--- config.mk ---
export PLATFORM = sky130hd
export DESIGN_NAME = comp4_sort_ctrl_flat
export DESIGN_NICKNAME = d
export VERILOG_FILES = /design/src/rtl/comp4_sort_ctrl_if.sv /design/src/rtl/comp4_sort_ctrl.sv /design/src/flat_wrapper.sv
export SDC_FILE = /design/constraint.sdc
export NUM_CORES = 1
export LEC_CHECK = 0
export BUFFER_PORTS_ARGS = -buffer_cell sky130_fd_sc_hd__buf_2
export CAP_MARGIN = 15
export CORE_MARGIN = 3
export CORE_UTILIZATION = 50
export CTS_BUF_LIST = sky130_fd_sc_hd__clkbuf_4
export DETAILED_ROUTE_END_ITERATION = 10
export PLACE_DENSITY_LB_ADDON = 0.3
export SLEW_MARGIN = 20
export SYNTH_ARGS = -nofsm -noshare
export SYNTH_HDL_FRONTEND = slang
export SYNTH_SLANG_ARGS = --single-unit
--- constraint.sdc ---
create_clock -name clk_i -period 10 [get_ports clk_i]
set_clock_uncertainty 0.15 [all_clocks]
set_input_delay 1.5 -clock clk_i [delete_from_list [all_inputs] [get_ports clk_i]]
set_output_delay 1.5 -clock clk_i [all_outputs]
set_load 0.005 [all_outputs]
--- src/rtl/comp4_sort_ctrl_if.sv ---
// Valid/ready word stream used for both the load and unload sides.
// master drives valid/data, slave drives ready.
interface comp4_sort_ctrl_if #(
  parameter int W = 4
);
  logic         valid;
  logic         ready;
  logic [W-1:0] data;

  modport master (
    output valid,
    output data,
    input  ready
  );

  modport slave (
    input  valid,
    input  data,
    output ready
  );
endinterface

--- src/rtl/comp4_sort_ctrl.sv ---
// Bubble-sort sequencer: loads DEPTH words, sorts them in place with one
// shared comparator (one compare per cycle), then unloads smallest first.
// Ports: clk_i, rst_i (async, active-high); in_if (slave: valid/ready/data);
// out_if (master: valid/ready/data); busy_o (sorting); done_o (pulse on
// first unload cycle); swap_cnt_o (swaps this frame, saturating at 255).
module comp4_sort_ctrl #(
  parameter int W     = 4,
  parameter int DEPTH = 4
) (
  input  logic                clk_i,
  input  logic                rst_i,
  comp4_sort_ctrl_if.slave    in_if,
  comp4_sort_ctrl_if.master   out_if,
  output logic                busy_o,
  output logic                done_o,
  output logic [7:0]          swap_cnt_o
);

  localparam int AW = $clog2(DEPTH);
  localparam logic [AW-1:0] LAST = AW'(DEPTH - 1);
  localparam logic [AW-1:0] JEND = AW'(DEPTH - 2);

  typedef enum logic [1:0] {
    S_LOAD,
    S_SORT,
    S_UNLOAD
  } state_e;

  state_e        state_q, state_d;
  logic [W-1:0]  bank_q [DEPTH];
  logic [AW-1:0] wr_q, rd_q, j_q, pass_q;
  logic          flag_q;
  logic [7:0]    cnt_q;
  logic          done_q;

  logic [AW-1:0] jn;
  logic [W-1:0]  op_a, op_b;
  logic          gt;
  logic          in_acc, out_xfer;
  logic          sort_end;

  assign jn       = j_q + 1'b1;
  assign op_a     = bank_q[j_q];
  assign op_b     = bank_q[jn];
  assign gt       = op_a > op_b;
  assign in_acc   = in_if.valid & in_if.ready;
  assign out_xfer = out_if.valid & out_if.ready;

  // Last compare of a pass: finish when this pass made no swap
  // (including the one happening now) or the pass budget is spent.
  assign sort_end = (j_q == JEND) &&
                    (!(flag_q | gt) || (pass_q == JEND));

  always_ff @(posedge clk_i or posedge rst_i) begin
    if (rst_i) state_q <= S_LOAD;
    else       state_q <= state_d;
  end

  always_comb begin
    state_d = state_q;
    unique case (state_q)
      S_LOAD:
        if (in_acc && wr_q == LAST) state_d = S_SORT;
      S_SORT:
        if (sort_end) state_d = S_UNLOAD;
      S_UNLOAD:
        if (out_xfer && rd_q == LAST) state_d = S_LOAD;
      default: state_d = S_LOAD;
    endcase
  end

  always_comb begin
    in_if.ready  = (state_q == S_LOAD);
    out_if.valid = (state_q == S_UNLOAD);
    busy_o       = (state_q == S_SORT);
    out_if.data  = out_if.valid ? bank_q[rd_q] : '0;
    done_o       = done_q;
    swap_cnt_o   = cnt_q;
  end

  always_ff @(posedge clk_i or posedge rst_i) begin
    if (rst_i) begin
      for (int i = 0; i < DEPTH; i++) bank_q[i] <= '0;
      wr_q   <= '0;
      rd_q   <= '0;
      j_q    <= '0;
      pass_q <= '0;
      flag_q <= 1'b0;
      cnt_q  <= '0;
      done_q <= 1'b0;
    end else begin
      done_q <= (state_q == S_SORT) && sort_end;
      unique case (state_q)
        S_LOAD: begin
          if (in_acc) begin
            bank_q[wr_q] <= in_if.data;
            wr_q <= (wr_q == LAST) ? '0 : wr_q + 1'b1;
            if (wr_q == '0) cnt_q <= '0;
          end
        end
        S_SORT: begin
          if (gt) begin
            bank_q[j_q] <= op_b;
            bank_q[jn]  <= op_a;
            flag_q      <= 1'b1;
            if (cnt_q != 8'hFF) cnt_q <= cnt_q + 8'd1;
          end
          if (j_q == JEND) begin
            j_q    <= '0;
            flag_q <= 1'b0;
            pass_q <= sort_end ? '0 : pass_q + 1'b1;
          end else begin
            j_q <= jn;
          end
        end
        S_UNLOAD: begin
          if (out_xfer)
            rd_q <= (rd_q == LAST) ? '0 : rd_q + 1'b1;
        end
        default: ;
      endcase
    end
  end

endmodule
--- src/flat_wrapper.sv ---
// flat-port wrapper written by rule: the top's interface ports become plain ports
module comp4_sort_ctrl_flat 
#(
  parameter int W     = 4,
  parameter int DEPTH = 4
)
  (clk_i, rst_i, busy_o, done_o, swap_cnt_o, in_if_valid, in_if_data, in_if_ready, out_if_valid, out_if_data, out_if_ready);
  comp4_sort_ctrl_if #(.W(W)) in_if_i ();
  comp4_sort_ctrl_if #(.W(W)) out_if_i ();
  input  logic clk_i;
  input  logic rst_i;
  output logic busy_o;
  output logic done_o;
  output logic [7:0] swap_cnt_o;
  input wire logic [$bits(in_if_i.valid)-1:0] in_if_valid;
  input wire logic [$bits(in_if_i.data)-1:0] in_if_data;
  output wire logic [$bits(in_if_i.ready)-1:0] in_if_ready;
  output wire logic [$bits(out_if_i.valid)-1:0] out_if_valid;
  output wire logic [$bits(out_if_i.data)-1:0] out_if_data;
  input wire logic [$bits(out_if_i.ready)-1:0] out_if_ready;
  assign in_if_i.valid = in_if_valid;
  assign in_if_i.data = in_if_data;
  assign in_if_ready = in_if_i.ready;
  assign out_if_valid = out_if_i.valid;
  assign out_if_data = out_if_i.data;
  assign out_if_i.ready = out_if_ready;
  comp4_sort_ctrl #(.W(W), .DEPTH(DEPTH)) u_core (.clk_i(clk_i), .rst_i(rst_i), .in_if(in_if_i), .out_if(out_if_i), .busy_o(busy_o), .done_o(done_o), .swap_cnt_o(swap_cnt_o));
endmodule
* Word level (Yosys, flattened, before mapping)
Cells that the tools add are included.
** Storage, ports and cells
- Flip-flop bits (word level) :: 36
- Input bits :: 8
- Output and inout bits :: 16
- Word-level logic and storage cells :: 103
** Cells by class
- Add/sub/neg operators :: 5
- Magnitude comparators :: 8
- Equality and inequality tests :: 14
- Multiplexer cells :: 37
- Bitwise logic cells :: 7
- Reduce and logical (&&, ||, !) cells :: 20
** Operators with widths (number)
- $bwmux W16 :: 3
- $mux W4 :: 10
- $mux W16 :: 2
- $mux W8 :: 4
- $pmux W16 S2 :: 1
- $bmux W4 S2 :: 3
- $demux W4 S2 :: 3
- $pmux W8 S2 :: 1
- $mux W2 :: 7
- $ge A3 B3 Y1 const B :: 4
- $not A2 Y3 :: 4
- $eq A2 B2 Y1 const B :: 5
- $lt A3 B1 Y1 const B :: 3
- $add A2 B1 Y2 const B :: 4
- $add A8 B1 Y8 const B :: 1
- $ne A2 B2 Y1 const B :: 4
- $ne A8 B8 Y1 const B :: 1
- $reduce_and A2 Y1 :: 4
- $logic_and A1 B1 Y1 :: 7
- $ne A2 B1 Y1 const B :: 3
- $pmux W2 S3 :: 1
- $reduce_and A3 Y1 :: 2
- $reduce_and A5 Y1 :: 1
- $gt A4 B4 Y1 :: 1
- 8 further kinds :: 12

* Longest topological paths before layout
- Depth in word-level cells :: 12
- Depth in mapped cells :: 11
- Mapped depth without buffers :: 10

* Worst setup path before layout
No wires, ideal clock.
- Path type :: reg-to-reg
- Start point :: reg u_core.j_q[1]
- End point :: reg u_core.bank_q[1] (netlist bit)
- Library setup time :: 0.125 ns
- Arrival :: 3.155 ns
- Data required time :: 9.725 ns
- Setup slack :: 6.571 ns
- Cell stages (with the launch flop) :: 12
- Path buffers :: 1
- Period minus slack after synthesis :: 3.429 ns
- Cell sequence :: dfrtp_1 -> buf_2 -> inv_1 -> ha_1 -> mux4_2 -> inv_1 -> ha_1 -> and4_1 -> a21o_1 -> a31o_4 -> nor3_4 -> mux2_2
** Between the ends
- Cells in the longest elaborated chain, start to end :: 9
- Elaborated cells between the ends (all ways) :: 26
- Those cells by class :: add/sub: 1; order compare: 5; eq/ne: 1; mux: 14; bitwise: 2; reduce/logical: 3
** RTL lines
- from (decl) :: RTL line comp4_sort_ctrl.sv:31 : logic [AW-1:0] wr_q, rd_q, j_q, pass_q;
- from (signal assigned) :: RTL line comp4_sort_ctrl.sv:113 : j_q <= jn;
- parallel branches: the longest is 9 deep, another holds $gt A4 B4 Y1
- to (signal, indexed assignment) :: RTL line comp4_sort_ctrl.sv:96 : bank_q[wr_q] <= in_if.data;
- to (signal, indexed assignment) :: RTL line comp4_sort_ctrl.sv:103 : bank_q[j_q] <= op_b;
- to (signal, indexed assignment) :: RTL line comp4_sort_ctrl.sv:104 : bank_q[jn] <= op_a;
- to (decl) :: RTL line comp4_sort_ctrl.sv:30 : logic [W-1:0] bank_q [DEPTH];
Several ways; the timed one is not identified. The select of a mux whose other input is x is not followed.
A chain may end at the register's enable or synchronous reset.

* Worst setup path in the final report
- Start point :: reg u_core.j_q[0]
- End point :: reg u_core.bank_q[12] (netlist bit)
The elaborated chain is that of the path after synthesis.

==> results.yml <==
layout:
  diodes: 0
  final_nets: 331
  syn_to_final_growth_pct: 7.19
  final_util: 0.566
  drive_gt1_frac: 0.252
global_route:
  grt-ovfl-total: 0
  antenna_found_initial: 0
  grt_pass1_wl_um: 11600
  grt.total_usage: 0.237
  grt_max_degree: 37
  grt_pass1_vias: 2224
flow_run:
  drv_cap: 0
route:
  post_drt_wl_per_cell_um: 18.3
  drtIter0Drc: 157
  via_count: 2295
  wl_um: 6870
  drc_errors: 0
  vias_per_cell: 6.10
  firstDrtPassIters: 4
  ant_nets: 0
synth:
  synth.top_cell.area_share: 0.328
  syn_area_per_cell_sq_um: 9.64
  synth-seq-cells: 36
  synth_most_common_cell: "nand3_1"
  synth_common_cells: "39 x nand3_1, 36 x dfrtp_1, 36 x nand2_1"
  netlist_instances: 285
  netlist.top_cell.by_area: "dfrtp_1"
  ys_async_sr_fraction: 1.00
  syn-cell-area_sq_mm: 0.00275
  seq_area_frac_synth: 0.328
  ys.flop_type: "dfrtp_1"
  yosysWarnings: 0
  yosys-top-cells-area: "dfrtp_1 33%, mux2_2 11%, ha_1 8.2%"
  synth_edf_count: 0
  syn_nets: 311
  synth.distinct_cells: 44
setup_path:
  worstPathMaxFanout: 15
  worstPathRequired_ns: 10.08
  cp-start-kind: "register"
  critical-path-max-stage-delay_ns: 0.70
  path_cells: "inv_1 > ha_1 > mux4_2 > inv_1 > ha_1 > nor2b_1 > o211ai_1 > a31oi_1 > nand2_1 > mux2_2"
  cp_top_family: "multiplexers"
  end_kind: "register"
  cp_slowest_cell: "dfrtp_1"
  crit_buf_inv: 2
  arrival_ns: 4.08
  worstSetupPathType: "register to register"
hold_path:
  hold_path.class: "register to register"
place:
  post-dp-hpwl_um: 5110
  port_buffers: 23
  finalWeightedCongestion: 1.05
  dp_slack_ns: 6.02
timing:
  setup_ws_ns: 6.00
  finalHoldViolCount: 0
  fin_crit_sh: 0.400
  relSlewSlack: 0.531
  fmax_mhz: 250
  fin_tns_setup_ns: 0
  post-route-min-period_ns: 4.00
  finalSetupViolations: 0
  rsz0062_at_grt: "false"
  slew_viol_final: 0
  tightest_slew_ns: 0.702
clocking:
  clkTransAtPathRegs_ns: 0.12
  cts_inserted_buffers: 5
  cts_buffer_depth: 2
  cts_tree: "built"
  cts.repair.resized: 0
  cts.sinks: 36
  ctsRootBufferMaster: "clkbuf_4"
  hold_buffers: 0
  cts_setup_buffers: 0
  cts_max_level: 2
  insertion_delay_ns: 0.34
floorplan:
  dieArea_sq_mm: 0.00642
  die_w_um: 80.1
  fp-row-count: 26
  die_y_um: 80.1
  initial_utilization: 0.528
  ios: 24
  core_sq_mm: 0.00520
power:
  ir_worst_vdd_mv: 0.169
  p_per_area_mw_per_mm2: 304
  power.total_uw: 896
  leakagePower_nw: 1.35
run_status:
  outcome: "finished, final reports clean"
-- tightest hold or removal path, delay by kind of cell (launching register included) --
family | cells | cell delay (ns)
flops | 1 | 0.36
compound gates | 1 | 0.06
simple gates | 1 | 0.05
-- layer usage --
metal  share of wire  GRT usage
met1            0.47      0.352
met2            0.46      0.354
met3           0.053     0.0392
met4           0.017     0.0693
met5               0          0
-- cell type report --
cell class / instances / area [sq um]
tap: 70 / 87.6
clock buffer: 6 / 45.0
clock inverter: 2 / 11.3
inverter: 13 / 48.8
multi-input combinational: 225 / 1730
timing repair buffer: 24 / 123
sequential: 36 / 901
fill: 483 / 2260
-- cells by family (layout without fill, tap and decap cells) --
family	Yosys count	in the layout	synth area share
buffers and inverters	24	45	0.0428
adders and majority gates	18	18	0.0820
DFF	36	36	0.328
muxes	38	38	0.188
and+or+nand+nor	117	117	0.226
AOI/OAI and AO/OA	52	52	0.133
-- where the power goes --
group	leakage, nW	total [mW]	switching (mW)	internal, mW
logic	0.845	0.566	0.331	0.235
clock network	0.0293	0.0785	0.0490	0.0295
registers	0.478	0.252	0.0681	0.184
total	1.35	0.896	0.448	0.448
-- final timing paths --
check / start / endpoint / slack (ns) / cells after the start
worst max register to register: u_core.j_q[0] / u_core.bank_q[12] / 6.00 / 10
worst min register to register: u_core.pass_q[1] / u_core.pass_q[1] / 0.35 / 2
worst max-delay path: u_core.j_q[0] / u_core.bank_q[12] / 6.00 / 10
worst min-delay path: u_core.pass_q[1] / u_core.pass_q[1] / 0.35 / 2
max in group asynchronous: rst_i / u_core.bank_q[2] / 8.27 / 3
min in group asynchronous: rst_i / u_core.rd_q[0] / 1.10 / 3
-- sequential cells by signal, indices dropped and copies added, names as in the netlist --
name	flops
u_core.rd_q	2
u_core.wr_q	2
u_core.pass_q	2
u_core.swap_cnt_o	8
u_core.done_o	1
u_core.j_q	2
u_core.flag_q	1
u_core.state_q	2
u_core.bank_q	16
-- metrics by stage --
step / cell area, sq um / cells / hold slack (ns)
floorplan: 2750 / 285 / 0.300
global placement: 2890 / 368 / 0.316
detailed placement: 2890 / 368 / 0.322
CTS: 2950 / 376 / 0.351
global route: 2950 / 376 / 0.383
finish: 2950 / 376 / 0.350
-- layout by cell type, fill, tap and decap left out, types with 8 or more instances in the layout --
master and count:
dfrtp_1 36, a21oi_1 8, inv_1 12, nand2_1 36, mux2_2 27, nand3_1 39
o21ai_0 10, mux4_2 8, buf_2 23, a22oi_1 12, nor2_1 9, ha_1 18
Power figures use the tool's default switching activity.
